## config.mk

```make
export PLATFORM = sky130hd
export DESIGN_NAME = algofoogle_tracer_driver
export DESIGN_NICKNAME = d
export VERILOG_FILES = /design/src/rtl/algofoogle_tracer_driver.sv
export SDC_FILE = /design/constraint.sdc
export NUM_CORES = 1
export LEC_CHECK = 0
export CORE_MARGIN = 2
export CORE_UTILIZATION = 53
export DETAILED_ROUTE_END_ITERATION = 6
export GPL_ROUTABILITY_DRIVEN = 0
export PLACE_DENSITY = 0.77
export SETUP_SLACK_MARGIN = 0.02
export SYNTH_ARGS = -nofsm -noshare
export SYNTH_HDL_FRONTEND = slang
export SYNTH_SLANG_ARGS = --single-unit
```

## constraint.sdc

```tcl
create_clock -name clk -period 2.3 [get_ports clk]
set_input_delay 0.46 -clock clk [delete_from_list [all_inputs] [get_ports clk]]
set_output_delay 0.46 -clock clk [all_outputs]
set_load 0.01 [all_outputs]
```

## src/rtl/algofoogle_tracer_driver.sv

```systemverilog
// algofoogle_tracer_driver: streams Q6.10 operands to the nibble-serial tracer in lockstep
// with its 6-step frame and queues the returned reciprocals in a 2-entry result FIFO.
module algofoogle_tracer_driver #(
    parameter int SYNC_CYCLES = 2
) (
    input  logic        clk,
    input  logic        reset,
    input  logic        i_op_valid,
    output logic        o_op_ready,
    input  logic [15:0] i_operand,
    input  logic        i_abs,
    output logic        o_res_valid,
    input  logic        i_res_ready,
    output logic [15:0] o_result,
    output logic        o_tracer_reset,
    output logic        o_tracer_abs,
    output logic [3:0]  o_tracer_nibble,
    input  logic [7:0]  i_tracer_byte
);
    localparam int CW = $clog2(SYNC_CYCLES + 1);

    typedef enum logic {SYNC, RUN} state_e;

    state_e        state_q, state_d;
    logic [CW-1:0] cnt_q, cnt_d;
    logic [2:0]    phase_q, phase_d;
    logic [15:0]   op_q, head_q, tail_q;
    logic [7:0]    hi_q;
    logic [1:0]    count_q;
    logic          cur_abs_q, prev_abs_q, flight_q, land_q;
    logic          run, p5, accept, push, pop;
    logic [15:0]   din;

    always_comb begin
        state_d         = state_q;
        cnt_d           = cnt_q;
        phase_d         = 3'd0;
        run             = state_q == RUN;
        p5              = run && phase_q == 3'd5;
        if (!run) begin
            cnt_d   = cnt_q + CW'(1);
            state_d = (cnt_q == CW'(SYNC_CYCLES - 1)) ? RUN : SYNC;
        end else begin
            phase_d = p5 ? 3'd0 : phase_q + 3'd1;
        end
        // a frame still in flight reserves a FIFO slot; pops in this cycle earn no credit
        o_op_ready      = p5 && (count_q + {1'b0, flight_q}) < 2'd2;
        accept          = i_op_valid && o_op_ready;
        push            = run && phase_q == 3'd0 && land_q;
        pop             = i_res_ready && count_q != 2'd0;
        din             = {hi_q, i_tracer_byte};
        o_res_valid     = count_q != 2'd0;
        o_result        = head_q;
        o_tracer_reset  = !run;
        // phase 0 still belongs to the previous frame's low-byte readout
        o_tracer_abs    = run && (phase_q == 3'd0 ? prev_abs_q : cur_abs_q);
        o_tracer_nibble = phase_q == 3'd0 ? op_q[15:12] :
                          phase_q == 3'd1 ? op_q[11:8]  :
                          phase_q == 3'd2 ? op_q[7:4]   :
                          phase_q == 3'd3 ? op_q[3:0]   : 4'h0;
    end

    always_ff @(posedge clk or posedge reset) begin
        if (reset) begin
            state_q    <= SYNC;
            cnt_q      <= '0;
            phase_q    <= 3'd0;
            op_q       <= 16'h0;
            cur_abs_q  <= 1'b0;
            prev_abs_q <= 1'b0;
            flight_q   <= 1'b0;
            land_q     <= 1'b0;
            hi_q       <= 8'h0;
            head_q     <= 16'h0;
            tail_q     <= 16'h0;
            count_q    <= 2'd0;
        end else begin
            state_q <= state_d;
            cnt_q   <= cnt_d;
            phase_q <= phase_d;
            if (p5) begin
                op_q       <= accept ? i_operand : 16'h0;
                cur_abs_q  <= accept && i_abs;
                prev_abs_q <= cur_abs_q;
                flight_q   <= accept;
                land_q     <= flight_q;
                hi_q       <= i_tracer_byte;
            end
            if (push)
                land_q <= 1'b0;
            if (pop && count_q == 2'd2)
                head_q <= tail_q;
            else if (push && (count_q == 2'd0 || (pop && count_q == 2'd1)))
                head_q <= din;
            if (push && (count_q == 2'd2 || (count_q == 2'd1 && !pop)))
                tail_q <= din;
            count_q <= count_q + 2'(push) - 2'(pop);
        end
    end
endmodule

```

Word-level counts from Yosys, hierarchy flattened
Index checks and enable logic that the tools add are counted.
W data, S select, Z words.
- RAM bits: 0
- logic and storage cells: 61
- memories: 0
- input bits: 29
- ROM bits: 0
- flip-flop bits (word level): 68
- latch bits: 0
- add/sub/neg operators: 5
- mux-type cells: 14
- magnitude comparators: 1
- equality and inequality tests: 7
- reductions and logical operators: 22
- shift operators: 0
- divide/modulo/power cells: 0
- bitwise gates (word level): 0
- multipliers: 0
- operators with widths (cell ; count):
    $mux W16 ; 3
    $mux W4 ; 4
    $logic_and A1 B1 Y1 ; 13
    $eq A3 B2 Y1 const B ; 2
    $mux W3 ; 2
    $reduce_bool A2 Y1 ; 3
    $mux W1 ; 5
    $add A2 B1 Y2 ; 2
    $eq A2 B1 Y1 const B ; 2
    $add A3 B1 Y3 const B ; 1
    $eq A3 B1 Y1 const B ; 1
    $eq A3 B3 Y1 const B ; 1
    $logic_not A3 Y1 ; 1
    $add A2 B1 Y2 const B ; 1
    $eq A2 B2 Y1 const B ; 1
    $logic_not A1 Y1 ; 2
    $logic_not A2 Y1 ; 1
    $logic_or A1 B1 Y1 ; 2
    $lt A2 B2 Y1 const B ; 1
    $sub A2 B1 Y2 ; 1

Logic depth before layout (Yosys ltp)
- word-level depth: 7
- depth in mapped cells: 10

Worst setup path after synthesis
OpenSTA, ideal clock, no wires.
- kind: register to register
- start point: register count_q[1]
- end point: register count_q[1]
- period minus slack after synthesis: 1.987 ns
- arrival time: 1.859 ns
- data required time: 2.172 ns
- stages on the path, launching flop included: 9
- path buffers: 1
- library setup time: 0.128 ns
- slack: 0.313 ns
- cells stage by stage: dfrtp_1 clkbuf_2 or2_2 and2_1 ha_1 inv_1 ha_1 xnor2_1 xnor2_1
- word-level cells in the longest chain between the ends: 3
- ends and longest elaborated chain (item ; RTL line ; RTL):
    from (decl) ; 29 ; logic [1:0] count_q;
    from (signal assigned) ; 97 ; count_q <= count_q + 2'(push) - 2'(pop);
    $reduce_bool A2 Y1 ; -- ;
    named net o_res_valid ; 12 ; output logic o_res_valid,
    $logic_and A1 B1 Y1 ; 50 ; pop = i_res_ready && count_q != 2'd0;
    $sub A2 B1 Y2 ; 97 ;
The timed path passes the listed nets, and every way through them passes these cells.
A chain may end at the register's enable or synchronous reset.

Final worst setup path
- start point: register phase_q[0]
- end point: output o_tracer_nibble[3]
- word-level cells in the longest chain between the ends: 5
- ends and longest elaborated chain (item ; RTL line ; RTL):
    from (decl) ; 26 ; logic [2:0] phase_q, phase_d;
    from (signal assigned) ; 80 ; phase_q <= phase_d;
    $eq A3 B2 Y1 ; 60 ; phase_q == 3'd3 ? op_q[3:0] : 4'h0;
    $mux W4 ; 60 ;
    $mux W4 ; 59 ; phase_q == 3'd2 ? op_q[7:4] :
    $mux W4 ; 58 ; phase_q == 3'd1 ? op_q[11:8] :
    $mux W4 * ; 57 ; o_tracer_nibble = phase_q == 3'd0 ? op_q[15:12] :
    to (decl) ; 17 ; output logic [3:0] o_tracer_nibble,
Mark *: on every way between the ends. The rest lies on a longest branch, timed or not.

==> reports/metrics.cfg <==
[floorplanning]
coreArea_sq_um = 5890
die_x_microns = 81.6
die_h_microns = 81.6
dieArea_sq_um = 6660
io_pins = 53
start_util_pct = 54.3
std_cell_rows = 28

[routing]
vias = 2296
wire_per_inst_microns = 17.8
routed_wl_mm = 7.07
dr.first_iter.drc_count = 163
vias_per_cell = 5.77
ant_nets = 0
dr.pass1.iters = 6
drc_errors = 0

[clock_tree]
clk_pin_slew_ps = 80
cts-root-buf = clkbuf_8
insertion_delay_ps = 340
cts_tree = done
cts_hold_buf = 0
cts_buffers = 9
clock_path_buffers = 2
htreeDepth = 3
cts.sinks = 68

[layout]
seqCellArea_sq_um = 1700
final_net_count = 355
layout-drive-gt1-share_pct = 25.4
final_cells = 398
multi_input_area_sq_um = 1390
fillers = 428
antenna_cells = 0
area_delta_synth_final_pct = 26.5

[power_and_ir_drop]
total_power_mw = 3.94
swShare_pct = 30.9
clkPwrFrac_pct = 24.2
p_leak_nw = 1.83
sequentialPowerShare_pct = 44.6
p_int_mw = 2.72
p_comb_share_pct = 31.2
ir_drop_mv = 0.601
switchingPower_mw = 1.22
power_density_nw_per_um2 = 976

[place]
placed_cells = 382
io_buffer_count = 52
hpwl_mm = 4.53

[logic_synthesis]
synthesis.nets = 297
synth_area_per_cell_sq_um = 12.3
yosys.cell_types.count = 38
synth.cell_area_sq_um = 3190
ys_seq_area_share_pct = 53.3
synth_cells = 260
ys_seq_elements = 68
yosysWarnings = 0

[setup_path]
cp_cell_sequence = inv_2 > ha_2 > buf_4 > a21oi_1 > a21oi_1 > o22a_1 > clkdlybuf4s15_1
worst_setup_path_end_kind = primary output
cpMostUsedCell = a21oi_1
critical_path.max_stage_delay_ps = 420
critical_path_required_ps = 1840
worstSetupPathType = register to primary output
critPathMaxFanout = 4
crit_arrival_ps = 1810
startpoint_type = register
crit_path_top_delay_cell = dfrtp_2

[sta]
setup-violations-final = 0
slew-limit-headroom_pct = 68.1
whs_ps = 460
hold_viol_final = 0
finalCriticalPeriod_ps = 2270
skew_ps = 7.34
slew_violations = 0
worstMarginPinSlew_ps = 478
max_freq_mhz = 441
finalCritPeriodShare_pct = 98.6
rsz0062_at_grt = true
fin_setup_tns_ps = 0

[global_routing]
overflow = 0
grt_pass1_wl_mm = 11.6
grt_usage_pct = 23.3
first_global_vias = 2329
antenna_found_initial = 0
grt_max_degree = 30

[hold_path]
hold_path_class = primary input to asynchronous set/reset pin

[job]
drv_cap = 0

[outcome]
status = completed

## critical path, delay by kind of cell, from the launching register on
| kind | cells | cell delay [ps] |
|---|---|---|
| flops | 1 | 420 |
| fa+ha+maj | 1 | 200 |
| buf+inv | 3 | 450 |
| compound gates | 3 | 400 |
## what timing repair did
action / in CTS / in global routing
endpoints found under the setup margin: 6 / 5
buffers inserted: 0 / 0
gates resized for setup: 19 / 4
pin swaps: 0 / 1
gates cloned: 0 / 0
## cells in the final DEF, fill, tap and decap left out, drive strengths merged, types with 2 or more instances in the layout
master,instances
dfrtp,68
clkdlybuf4s50,46
nand2,35
mux2,25
o211ai,17
a22o,17
nand4b,16
clkbuf,12
buf,12
a21oi,9
inv,9
ha,8
and3,5
nand3b,5
nor2,4
o22a,4
xnor2,3
mux2i,3
clkinv,3
clkinvlp,3
a21o,2
or2,2
dlygate4sd2,2
nand3,2
nand2b,2
## layer usage
layer	part of all wire (%)	up-vias	track usage (%)	wire length, microns
li1	-	1056	-	-
met1	46	1161	32.3	3230
met2	48	68	35.2	3370
met3	5.0	11	5.60	355
met4	1.7	0	9.33	119
met5	0	-	0	0
## final timing paths
| kind | startpoint | to | slack [ps] | cells past startpoint |
|---|---|---|---|---|
| max | phase_q[0]$_DFF_PP0_ | o_tracer_nibble[3] | 30 | 7 |
| min | reset | tail_q[11]$_DFFE_PP0P_ | 460 | 2 |
| max reg2reg | phase_q[0]$_DFF_PP0_ | count_q[1]$_DFF_PP0_ | 330 | 9 |
| min reg2reg | cnt_q[0]$_DFFE_PP0N_ | cnt_q[0]$_DFFE_PP0N_ | 480 | 1 |
| max in group asynchronous | reset | hi_q[1]$_DFFE_PP0P_ | 1190 | 3 |
| min in group clk | cnt_q[0]$_DFFE_PP0N_ | cnt_q[0]$_DFFE_PP0N_ | 480 | 1 |
## power by group through the flow
stage | Sequential, mW | Clock (mW) | Combinational (mW)
2_1_floorplan | 1.78 | 0 | 0.698
3_3_place_gp | 1.76 | 0 | 1.22
3_5_place_dp | 1.77 | 0 | 1.24
4_1_cts | 1.75 | 0.963 | 1.24
5_1_grt | 1.80 | 1.03 | 1.34
6_report | 1.76 | 0.956 | 1.23
## Yosys cell counts, drive strengths merged
cell | n | area share [%]
nand4b | 16 | 4.4
o21bai | 1 | 0.24
inv | 9 | 1.1
mux2i | 3 | 0.94
nand3 | 2 | 0.71
and3 | 5 | 0.98
o22a | 4 | 1.1
a21oi | 9 | 1.4
and2 | 1 | 0.20
mux2 | 25 | 10
and2b | 1 | 0.24
buf | 8 | 2.1
clkbuf | 9 | 1.1
or2 | 2 | 0.39
nor2 | 4 | 0.47
a22o | 17 | 5.0
xnor2 | 3 | 0.82
and3b | 1 | 0.27
and4b | 1 | 0.31
a21o | 2 | 0.47
a211oi | 1 | 0.63
nor3 | 1 | 0.51
nand2 | 35 | 4.1
nand2b | 2 | 0.39
nand3b | 5 | 1.3
ha | 8 | 3.1
dfrtp | 68 | 53
o211ai | 17 | 4.4
## cells by family (layout without fill, tap and decap cells)
logic type | count (synthesis) | count (layout) | synth area share, %
buffers and inverters | 26 | 89 | 4.27
XOR/XNOR | 3 | 3 | 0.823
AND/OR/NAND/NOR | 76 | 76 | 14.3
flip-flops | 68 | 68 | 53.3
adder cells (fa/ha/maj) | 8 | 8 | 3.13
multiplexers | 28 | 28 | 10.9
AO/OA/AOI/OAI | 51 | 51 | 13.3
## layout make-up
type	count	share of cell area, %
clock buffer	9	3.07
clock inverter	7	1.67
sequential	68	42.2
tap	75	2.32
multi-input combinational	166	34.3
timing repair buffer	64	15.6
inverter	9	0.836
## stage by stage
| stage | util, % | worst slack, ps | cell area, sq um |
|---|---|---|---|
| 2_1_floorplan | - | 128 | 3190 |
| 3_3_place_gp | 65.1 | 54.4 | 3830 |
| 3_5_place_dp | 65.1 | -24.0 | 3830 |
| 4_1_cts | 68.9 | 14.6 | 4050 |
| 5_1_grt | 68.6 | -61.6 | 4040 |
| 6_report | 68.6 | 31.4 | 4040 |
## sequential cells by signal, summed over array words and instances, names as in the netlist
name and count:
cnt_q 2, flight_q 1, tail_q 16, op_q 16, cur_abs_q 1, hi_q 8, phase_q 3, run 1
count_q 2, land_q 1, prev_abs_q 1, o_result 16
(Power assumes the default switching activity.)
